File: src/rtl/mem_arbiter_if.sv
// Bus bundle between the two requesters, the arbiter and the memory unit.
//
// Handshake: a requester raises *_req with its address/data/we stable and
// holds all of them until the matching *_ack pulses for one cycle. *_q is
// valid in the ack cycle. The requester drops *_req in the cycle after the
// ack. A req still high when the arbiter is back in IDLE counts as a new
// request. On the memory side, mem_start stays high from grant until
// mem_busy has risen and then fallen. mem_q is valid once mem_busy is low
// again.
interface mem_arbiter_if #(
  parameter int ADDR_W = 27,
  parameter int DATA_W = 32
);
  logic              f_req;
  logic [ADDR_W-1:0] f_addr;
  logic              f_ack;
  logic [DATA_W-1:0] f_q;
  logic              d_req;
  logic [ADDR_W-1:0] d_addr;
  logic [DATA_W-1:0] d_data;
  logic              d_we;
  logic              d_ack;
  logic [DATA_W-1:0] d_q;
  logic              err;
  logic              mem_init_done;
  logic [ADDR_W-1:0] mem_address;
  logic [DATA_W-1:0] mem_data;
  logic              mem_we;
  logic              mem_start;
  logic              mem_busy;
  logic [DATA_W-1:0] mem_q;

  // Arbiter's view of the bundle.
  modport slave (
    input  f_req, f_addr, d_req, d_addr, d_data, d_we,
    input  mem_init_done, mem_busy, mem_q,
    output f_ack, f_q, d_ack, d_q, err,
    output mem_address, mem_data, mem_we, mem_start
  );

  // View of the surrounding requesters and memory unit.
  modport master (
    output f_req, f_addr, d_req, d_addr, d_data, d_we,
    output mem_init_done, mem_busy, mem_q,
    input  f_ack, f_q, d_ack, d_q, err,
    input  mem_address, mem_data, mem_we, mem_start
  );
endinterface

File: src/rtl/mem_arbiter.sv
// Two-master (fetch / data) arbiter in front of the memory unit.
// Strict alternation when both masters request. A start/busy handshake runs
// toward memory. A watchdog aborts hung accesses with ERR_WORD and err.
module mem_arbiter #(
  parameter int                ADDR_W   = 27,
  parameter int                DATA_W   = 32,
  parameter int                TIMEOUT  = 1023,
  parameter logic [DATA_W-1:0] ERR_WORD = DATA_W'(32'hDEADBEEF)
) (
  input  logic          clk,
  input  logic          reset,
  mem_arbiter_if.slave  bus,
  output logic [1:0]    state_o
);

  localparam int CNT_W = $clog2(TIMEOUT + 1);
  localparam logic M_FETCH = 1'b0;

  typedef enum logic [1:0] {
    S_IDLE      = 2'd0,
    S_WAIT_RISE = 2'd1,
    S_WAIT_FALL = 2'd2,
    S_RELEASE   = 2'd3
  } state_t;

  state_t            state_q, state_d;
  logic              grant_q, grant_d;            // 0 = fetch, 1 = data
  logic              last_grant_q, last_grant_d;
  logic [ADDR_W-1:0] addr_q, addr_d;
  logic [DATA_W-1:0] data_q, data_d;
  logic              we_q, we_d;
  logic              start_q, start_d;
  logic [CNT_W-1:0]  cnt_q, cnt_d;
  logic              f_ack_q, f_ack_d;
  logic              d_ack_q, d_ack_d;
  logic              err_q, err_d;
  logic [DATA_W-1:0] f_q_q, f_q_d;
  logic [DATA_W-1:0] d_q_q, d_q_d;

  logic              timeout_hit;
  logic              done;
  logic              abort;
  logic              pick;
  logic [DATA_W-1:0] rdata;

  // The counter reaches TIMEOUT on this edge.
  assign timeout_hit = (cnt_q == CNT_W'(TIMEOUT - 1));

  // State register and every registered output; reset drops mem_start at once.
  always_ff @(posedge clk or posedge reset) begin
    if (reset) begin
      state_q      <= S_IDLE;
      grant_q      <= M_FETCH;
      last_grant_q <= M_FETCH;
      addr_q       <= '0;
      data_q       <= '0;
      we_q         <= 1'b0;
      start_q      <= 1'b0;
      cnt_q        <= '0;
      f_ack_q      <= 1'b0;
      d_ack_q      <= 1'b0;
      err_q        <= 1'b0;
      f_q_q        <= '0;
      d_q_q        <= '0;
    end else begin
      state_q      <= state_d;
      grant_q      <= grant_d;
      last_grant_q <= last_grant_d;
      addr_q       <= addr_d;
      data_q       <= data_d;
      we_q         <= we_d;
      start_q      <= start_d;
      cnt_q        <= cnt_d;
      f_ack_q      <= f_ack_d;
      d_ack_q      <= d_ack_d;
      err_q        <= err_d;
      f_q_q        <= f_q_d;
      d_q_q        <= d_q_d;
    end
  end

  // Next-state logic: grant, wait for busy rise/fall (or the watchdog), release.
  always_comb begin
    state_d      = state_q;
    grant_d      = grant_q;
    last_grant_d = last_grant_q;
    addr_d       = addr_q;
    data_d       = data_q;
    we_d         = we_q;
    start_d      = start_q;
    cnt_d        = cnt_q;
    f_q_d        = f_q_q;
    d_q_d        = d_q_q;
    f_ack_d      = 1'b0;
    d_ack_d      = 1'b0;
    err_d        = 1'b0;
    done         = 1'b0;
    abort        = 1'b0;
    pick         = M_FETCH;
    rdata        = '0;

    unique case (state_q)
      S_IDLE: begin
        if (bus.mem_init_done && (bus.f_req || bus.d_req)) begin
          // Both requesting: whoever was not served last goes first.
          pick    = (bus.f_req && bus.d_req) ? ~last_grant_q : bus.d_req;
          grant_d = pick;
          addr_d  = pick ? bus.d_addr : bus.f_addr;
          data_d  = pick ? bus.d_data : '0;
          we_d    = pick & bus.d_we;
          start_d = 1'b1;
          cnt_d   = '0;
          state_d = S_WAIT_RISE;
        end
      end
      S_WAIT_RISE: begin
        cnt_d = cnt_q + 1'b1;
        if (timeout_hit) begin
          done  = 1'b1;
          abort = 1'b1;
        end else if (bus.mem_busy) begin
          state_d = S_WAIT_FALL;
        end
      end
      S_WAIT_FALL: begin
        cnt_d = cnt_q + 1'b1;
        // A genuine completion on the last allowed cycle still wins.
        if (!bus.mem_busy) begin
          done = 1'b1;
        end else if (timeout_hit) begin
          done  = 1'b1;
          abort = 1'b1;
        end
      end
      S_RELEASE: begin
        // Memory must see start low on at least one negedge.
        state_d = S_IDLE;
      end
      default: state_d = S_IDLE;
    endcase

    if (done) begin
      rdata = abort ? ERR_WORD : bus.mem_q;
      if (grant_q == M_FETCH) begin
        f_q_d   = rdata;
        f_ack_d = 1'b1;
      end else begin
        d_q_d   = rdata;
        d_ack_d = 1'b1;
      end
      err_d        = abort;
      start_d      = 1'b0;
      last_grant_d = grant_q;
      state_d      = S_RELEASE;
    end
  end

  assign bus.mem_address = addr_q;
  assign bus.mem_data    = data_q;
  assign bus.mem_we      = we_q;
  assign bus.mem_start   = start_q;
  assign bus.f_ack       = f_ack_q;
  assign bus.d_ack       = d_ack_q;
  assign bus.err         = err_q;
  assign bus.f_q         = f_q_q;
  assign bus.d_q         = d_q_q;
  assign state_o         = state_q;

endmodule
File: src/flat_wrapper.sv
// flat-port wrapper written by rule: the top's interface ports become plain ports
module mem_arbiter_flat 
#(
  parameter int                ADDR_W   = 27,
  parameter int                DATA_W   = 32,
  parameter int                TIMEOUT  = 1023,
  parameter logic [DATA_W-1:0] ERR_WORD = DATA_W'(32'hDEADBEEF)
)
  (clk, reset, state_o, bus_f_req, bus_f_addr, bus_d_req, bus_d_addr, bus_d_data, bus_d_we, bus_mem_init_done, bus_mem_busy, bus_mem_q, bus_f_ack, bus_f_q, bus_d_ack, bus_d_q, bus_err, bus_mem_address, bus_mem_data, bus_mem_we, bus_mem_start);
  mem_arbiter_if #(.ADDR_W(ADDR_W), .DATA_W(DATA_W)) bus_i ();
  input  logic clk;
  input  logic reset;
  output logic [1:0] state_o;
  input wire logic [$bits(bus_i.f_req)-1:0] bus_f_req;
  input wire logic [$bits(bus_i.f_addr)-1:0] bus_f_addr;
  input wire logic [$bits(bus_i.d_req)-1:0] bus_d_req;
  input wire logic [$bits(bus_i.d_addr)-1:0] bus_d_addr;
  input wire logic [$bits(bus_i.d_data)-1:0] bus_d_data;
  input wire logic [$bits(bus_i.d_we)-1:0] bus_d_we;
  input wire logic [$bits(bus_i.mem_init_done)-1:0] bus_mem_init_done;
  input wire logic [$bits(bus_i.mem_busy)-1:0] bus_mem_busy;
  input wire logic [$bits(bus_i.mem_q)-1:0] bus_mem_q;
  output wire logic [$bits(bus_i.f_ack)-1:0] bus_f_ack;
  output wire logic [$bits(bus_i.f_q)-1:0] bus_f_q;
  output wire logic [$bits(bus_i.d_ack)-1:0] bus_d_ack;
  output wire logic [$bits(bus_i.d_q)-1:0] bus_d_q;
  output wire logic [$bits(bus_i.err)-1:0] bus_err;
  output wire logic [$bits(bus_i.mem_address)-1:0] bus_mem_address;
  output wire logic [$bits(bus_i.mem_data)-1:0] bus_mem_data;
  output wire logic [$bits(bus_i.mem_we)-1:0] bus_mem_we;
  output wire logic [$bits(bus_i.mem_start)-1:0] bus_mem_start;
  assign bus_i.f_req = bus_f_req;
  assign bus_i.f_addr = bus_f_addr;
  assign bus_i.d_req = bus_d_req;
  assign bus_i.d_addr = bus_d_addr;
  assign bus_i.d_data = bus_d_data;
  assign bus_i.d_we = bus_d_we;
  assign bus_i.mem_init_done = bus_mem_init_done;
  assign bus_i.mem_busy = bus_mem_busy;
  assign bus_i.mem_q = bus_mem_q;
  assign bus_f_ack = bus_i.f_ack;
  assign bus_f_q = bus_i.f_q;
  assign bus_d_ack = bus_i.d_ack;
  assign bus_d_q = bus_i.d_q;
  assign bus_err = bus_i.err;
  assign bus_mem_address = bus_i.mem_address;
  assign bus_mem_data = bus_i.mem_data;
  assign bus_mem_we = bus_i.mem_we;
  assign bus_mem_start = bus_i.mem_start;
  mem_arbiter #(.ADDR_W(ADDR_W), .DATA_W(DATA_W), .TIMEOUT(TIMEOUT), .ERR_WORD(ERR_WORD)) u_core (.clk(clk), .reset(reset), .bus(bus_i), .state_o(state_o));
endmodule
File: config.mk
export PLATFORM = sky130hd
export DESIGN_NAME = mem_arbiter_flat
export DESIGN_NICKNAME = d
export VERILOG_FILES = /design/src/rtl/mem_arbiter_if.sv /design/src/rtl/mem_arbiter.sv /design/src/flat_wrapper.sv
export SDC_FILE = /design/constraint.sdc
export NUM_CORES = 1
export LEC_CHECK = 0
export CAP_MARGIN = 10
export CORE_ASPECT_RATIO = 0.9
export CORE_UTILIZATION = 55
export DETAILED_ROUTE_END_ITERATION = 12
export DONT_BUFFER_PORTS = 1
export PLACE_DENSITY_LB_ADDON = 0.12
export SLEW_MARGIN = 20
export SYNTH_ARGS = -nofsm -noshare
export SYNTH_HDL_FRONTEND = slang
export SYNTH_SLANG_ARGS = --single-unit
File: constraint.sdc
create_clock -name clk -period 8.9 [get_ports clk]
set_input_delay 0.89 -clock clk [delete_from_list [all_inputs] [get_ports clk]]
set_output_delay 0.89 -clock clk [all_outputs]
set_load 0.02 [all_outputs]
==> impl_metrics.py <==
metrics = {
    "floorplan": {
        "ios": 255,
        "fp-row-count": 36,
        "die_x_um": 113,
        "dieArea_mm2": 0.0115,
        "core-area_mm2": 0.0108,
        "die_height_um": 102,
        "start_util_pct": 56.4,
    },
    "power_and_ir_drop": {
        "cellInternalPower_mw": 1.62,
        "leakage_nw": 3.19,
        "p_total_mw": 2.71,
        "p_clk_share_pct": 26.6,
        "combPwrFrac_pct": 19.3,
        "p_sw_mw": 1.09,
        "p_seq_share_pct": 54.1,
        "p_per_area_mw_per_mm2": 398,
        "swShare_pct": 40.3,
        "ir_worst_vdd_mv": 0.199,
    },
    "routing": {
        "avgViaCountPerCell": 5.74,
        "antenna_left": 0,
        "routedWlPerCell_um": 19.2,
        "finalWirelength_um": 12800,
        "vias": 3826,
        "firstDrtPassIters": 4,
        "drtIter0Drc": 146,
        "drc": 0,
    },
    "sta": {
        "tightest_slew_ns": 1.01,
        "min_period_over_period_pct": 33.1,
        "post-route-min-period_ns": 2.94,
        "setup_violations": 0,
        "fin_setup_tns_ns": 0,
        "fmax_mhz": 340,
        "final_hold_viol_count": 0,
        "drv_slew": 0,
        "rsz0062_at_grt": "no",
        "slew_headroom_pct": 32.4,
        "skew_ns": 0.0129,
    },
    "synth": {
        "synth_nets": 659,
        "syn_inst": 528,
        "synth_common_cells": "142 x dfrtp_1, 91 x mux2i_1, 71 x inv_1",
        "synth_flop_cell": "dfrtp_1",
        "synth.area.top_cells": "dfrtp_1 58%, mux2i_1 15%, a22o_1 4.7%",
        "ys_seq_area_share_pct": 58.3,
        "yosysWarnings": 0,
        "yosysTopAreaCell": "dfrtp_1",
        "yosysTopAreaCellShare_pct": 58.3,
        "synth-edff-count": 0,
        "yosysMostFrequentCell": "dfrtp_1",
        "synth_area_mm2": 0.00609,
        "async_flop_share_pct": 100,
        "yosysUniqueCellTypes": 38,
        "avgSynthCellArea_um2": 11.5,
        "synth-seq-cells": 142,
    },
    "worst_setup_path": {
        "endpoint_kind": "register",
        "critical_path_class": "register to register",
        "critPathMaxFanout": 33,
        "arrival_ns": 3.27,
        "required_ns": 9.23,
        "start_kind": "register",
    },
    "flow_run": {
        "maxCapViolCount": 0,
    },
    "final_layout": {
        "area_growth_syn_to_layout_pct": 11.6,
        "final_nets": 653,
        "diodes": 0,
        "drive_above_1_share_pct": 8.43,
        "fillCellCount": 846,
    },
    "global_routing": {
        "antenna_found_initial": 0,
        "grt_overflow_total": 0,
        "grt_max_degree": 86,
        "grt_usage_pct": 22.8,
        "grt_pass1_wl_um": 19600,
        "grt_pass1_vias": 3807,
    },
    "clocking": {
        "clock_path_buffers": 2,
        "cts.sinks": 142,
        "cts_tree": "built",
        "post_cts.repair.setup_buffers": 0,
        "cts_buffers": 17,
        "htree_levels": 4,
        "cts_resized": 0,
        "holdBufCountCts": 0,
        "clkLatencyLatePin_ns": 0.42,
        "root_buffer": "clkbuf_16",
        "clk_pin_slew_ns": 0.05,
    },
    "placed_design": {
        "port_buffers": 0,
        "place_hpwl_um": 8740,
        "gp_congestion": 0.768,
    },
    "worst_hold_path": {
        "hp-class": "primary input to asynchronous set/reset pin",
    },
    "run_status": {
        "status": "completed",
    },
}
## power groups by stage
stage | combinational, mW | clock (mW) | sequential [mW]
global placement | 0.497 | 0 | 1.48
finish | 0.525 | 0.720 | 1.47
floorplan | 0.441 | 0 | 1.40
global route | 0.607 | 0.762 | 1.50
CTS | 0.529 | 0.732 | 1.47
detailed placement | 0.531 | 0 | 1.48
## metrics by stage
step	utilization, %	cells	setup WS, ns	hold WS [ns]	cell area (um^2)
3_3_place_gp	57.0	635	5.87	0.529	6170
5_1_grt	62.9	667	5.72	0.517	6800
6_report	62.9	667	5.96	0.471	6800
3_5_place_dp	57.0	635	5.78	0.540	6170
2_1_floorplan	-	528	4.20	0.477	6090
4_1_cts	62.7	666	5.96	0.493	6780
## registers in the layout (all words and copies together), names as in the netlist
| signal | flops |
|---|---|
| u_core.bus.mem_address | 27 |
| u_core.cnt_q | 10 |
| u_core.bus.f_ack | 1 |
| u_core.grant_q | 1 |
| u_core.bus.err | 1 |
| u_core.bus.d_q | 32 |
| u_core.bus.f_q | 32 |
| u_core.state_o | 2 |
| u_core.bus.d_ack | 1 |
| u_core.bus.mem_we | 1 |
| u_core.last_grant_q | 1 |
| u_core.bus.mem_start | 1 |
| u_core.bus.mem_data | 32 |
## placed cells by master, fill, tap and decap left out, types with 4 or more instances in the layout
cell type and n:
o21ai_0 38, clkbuf_16 17, ha_1 6, inv_1 70, buf_4 6, clkinvlp_4 4, nor2_1 13, dfrtp_1 142
xnor2_1 8, a21oi_1 26, nand2_1 34, nand3_1 5, a22o_1 33, mux2i_1 91
## worst max-delay path, cell delays in order, from the launching register on
cell	delay (ns)
dfrtp_1	0.56
inv_1	0.11
ha_1	0.42
o21ai_0	0.12
or4_1	0.65
a21boi_4	0.19
buf_4	0.50
mux2i_1	0.27
## layout make-up
| cell class | count | area (um^2) | area share [%] |
|---|---|---|---|
| Sequential cell | 142 | 3550 | 52.2 |
| Multi-Input combinational cell | 283 | 2130 | 31.3 |
| Clock buffer | 22 | 474 | 6.97 |
| Inverter | 71 | 272 | 3.99 |
| Tap cell | 133 | 166 | 2.45 |
| Clock inverter | 9 | 134 | 1.97 |
| Timing Repair Buffer | 7 | 72.6 | 1.07 |
## layer usage
metal	vias up	wire length, um	GRT usage (%)
li1	1775	-	-
met3	21	972	9.37
met2	154	6240	36.5
met5	-	0	0
met4	0	284	10.1
met1	1876	5310	27.4
## cells by family after synthesis
group / share of synthesized area, %
flops: 58.3
fa+ha+maj: 1.23
simple gates: 4.31
buf+inv: 7.19
compound gates: 12.9
xor+xnor: 1.15
mux: 14.9
## path summary, 6_finish.rpt
path | cells past startpoint | endpoint | start | slack (ns)
min in group clk | 2 | u_core.cnt_q[9] | u_core.cnt_q[9] | 0.55
max | 7 | u_core.bus.d_q[13] | u_core.state_o[0] | 5.96
min | 1 | u_core.bus.mem_data[27] | reset | 0.47
max in group asynchronous | 2 | u_core.bus.d_q[18] | reset | 7.19
min reg2reg | 2 | u_core.cnt_q[9] | u_core.cnt_q[9] | 0.55
max reg2reg | 7 | u_core.bus.d_q[13] | u_core.state_o[0] | 5.96
Note: power is estimated with default switching activity, not from simulation.
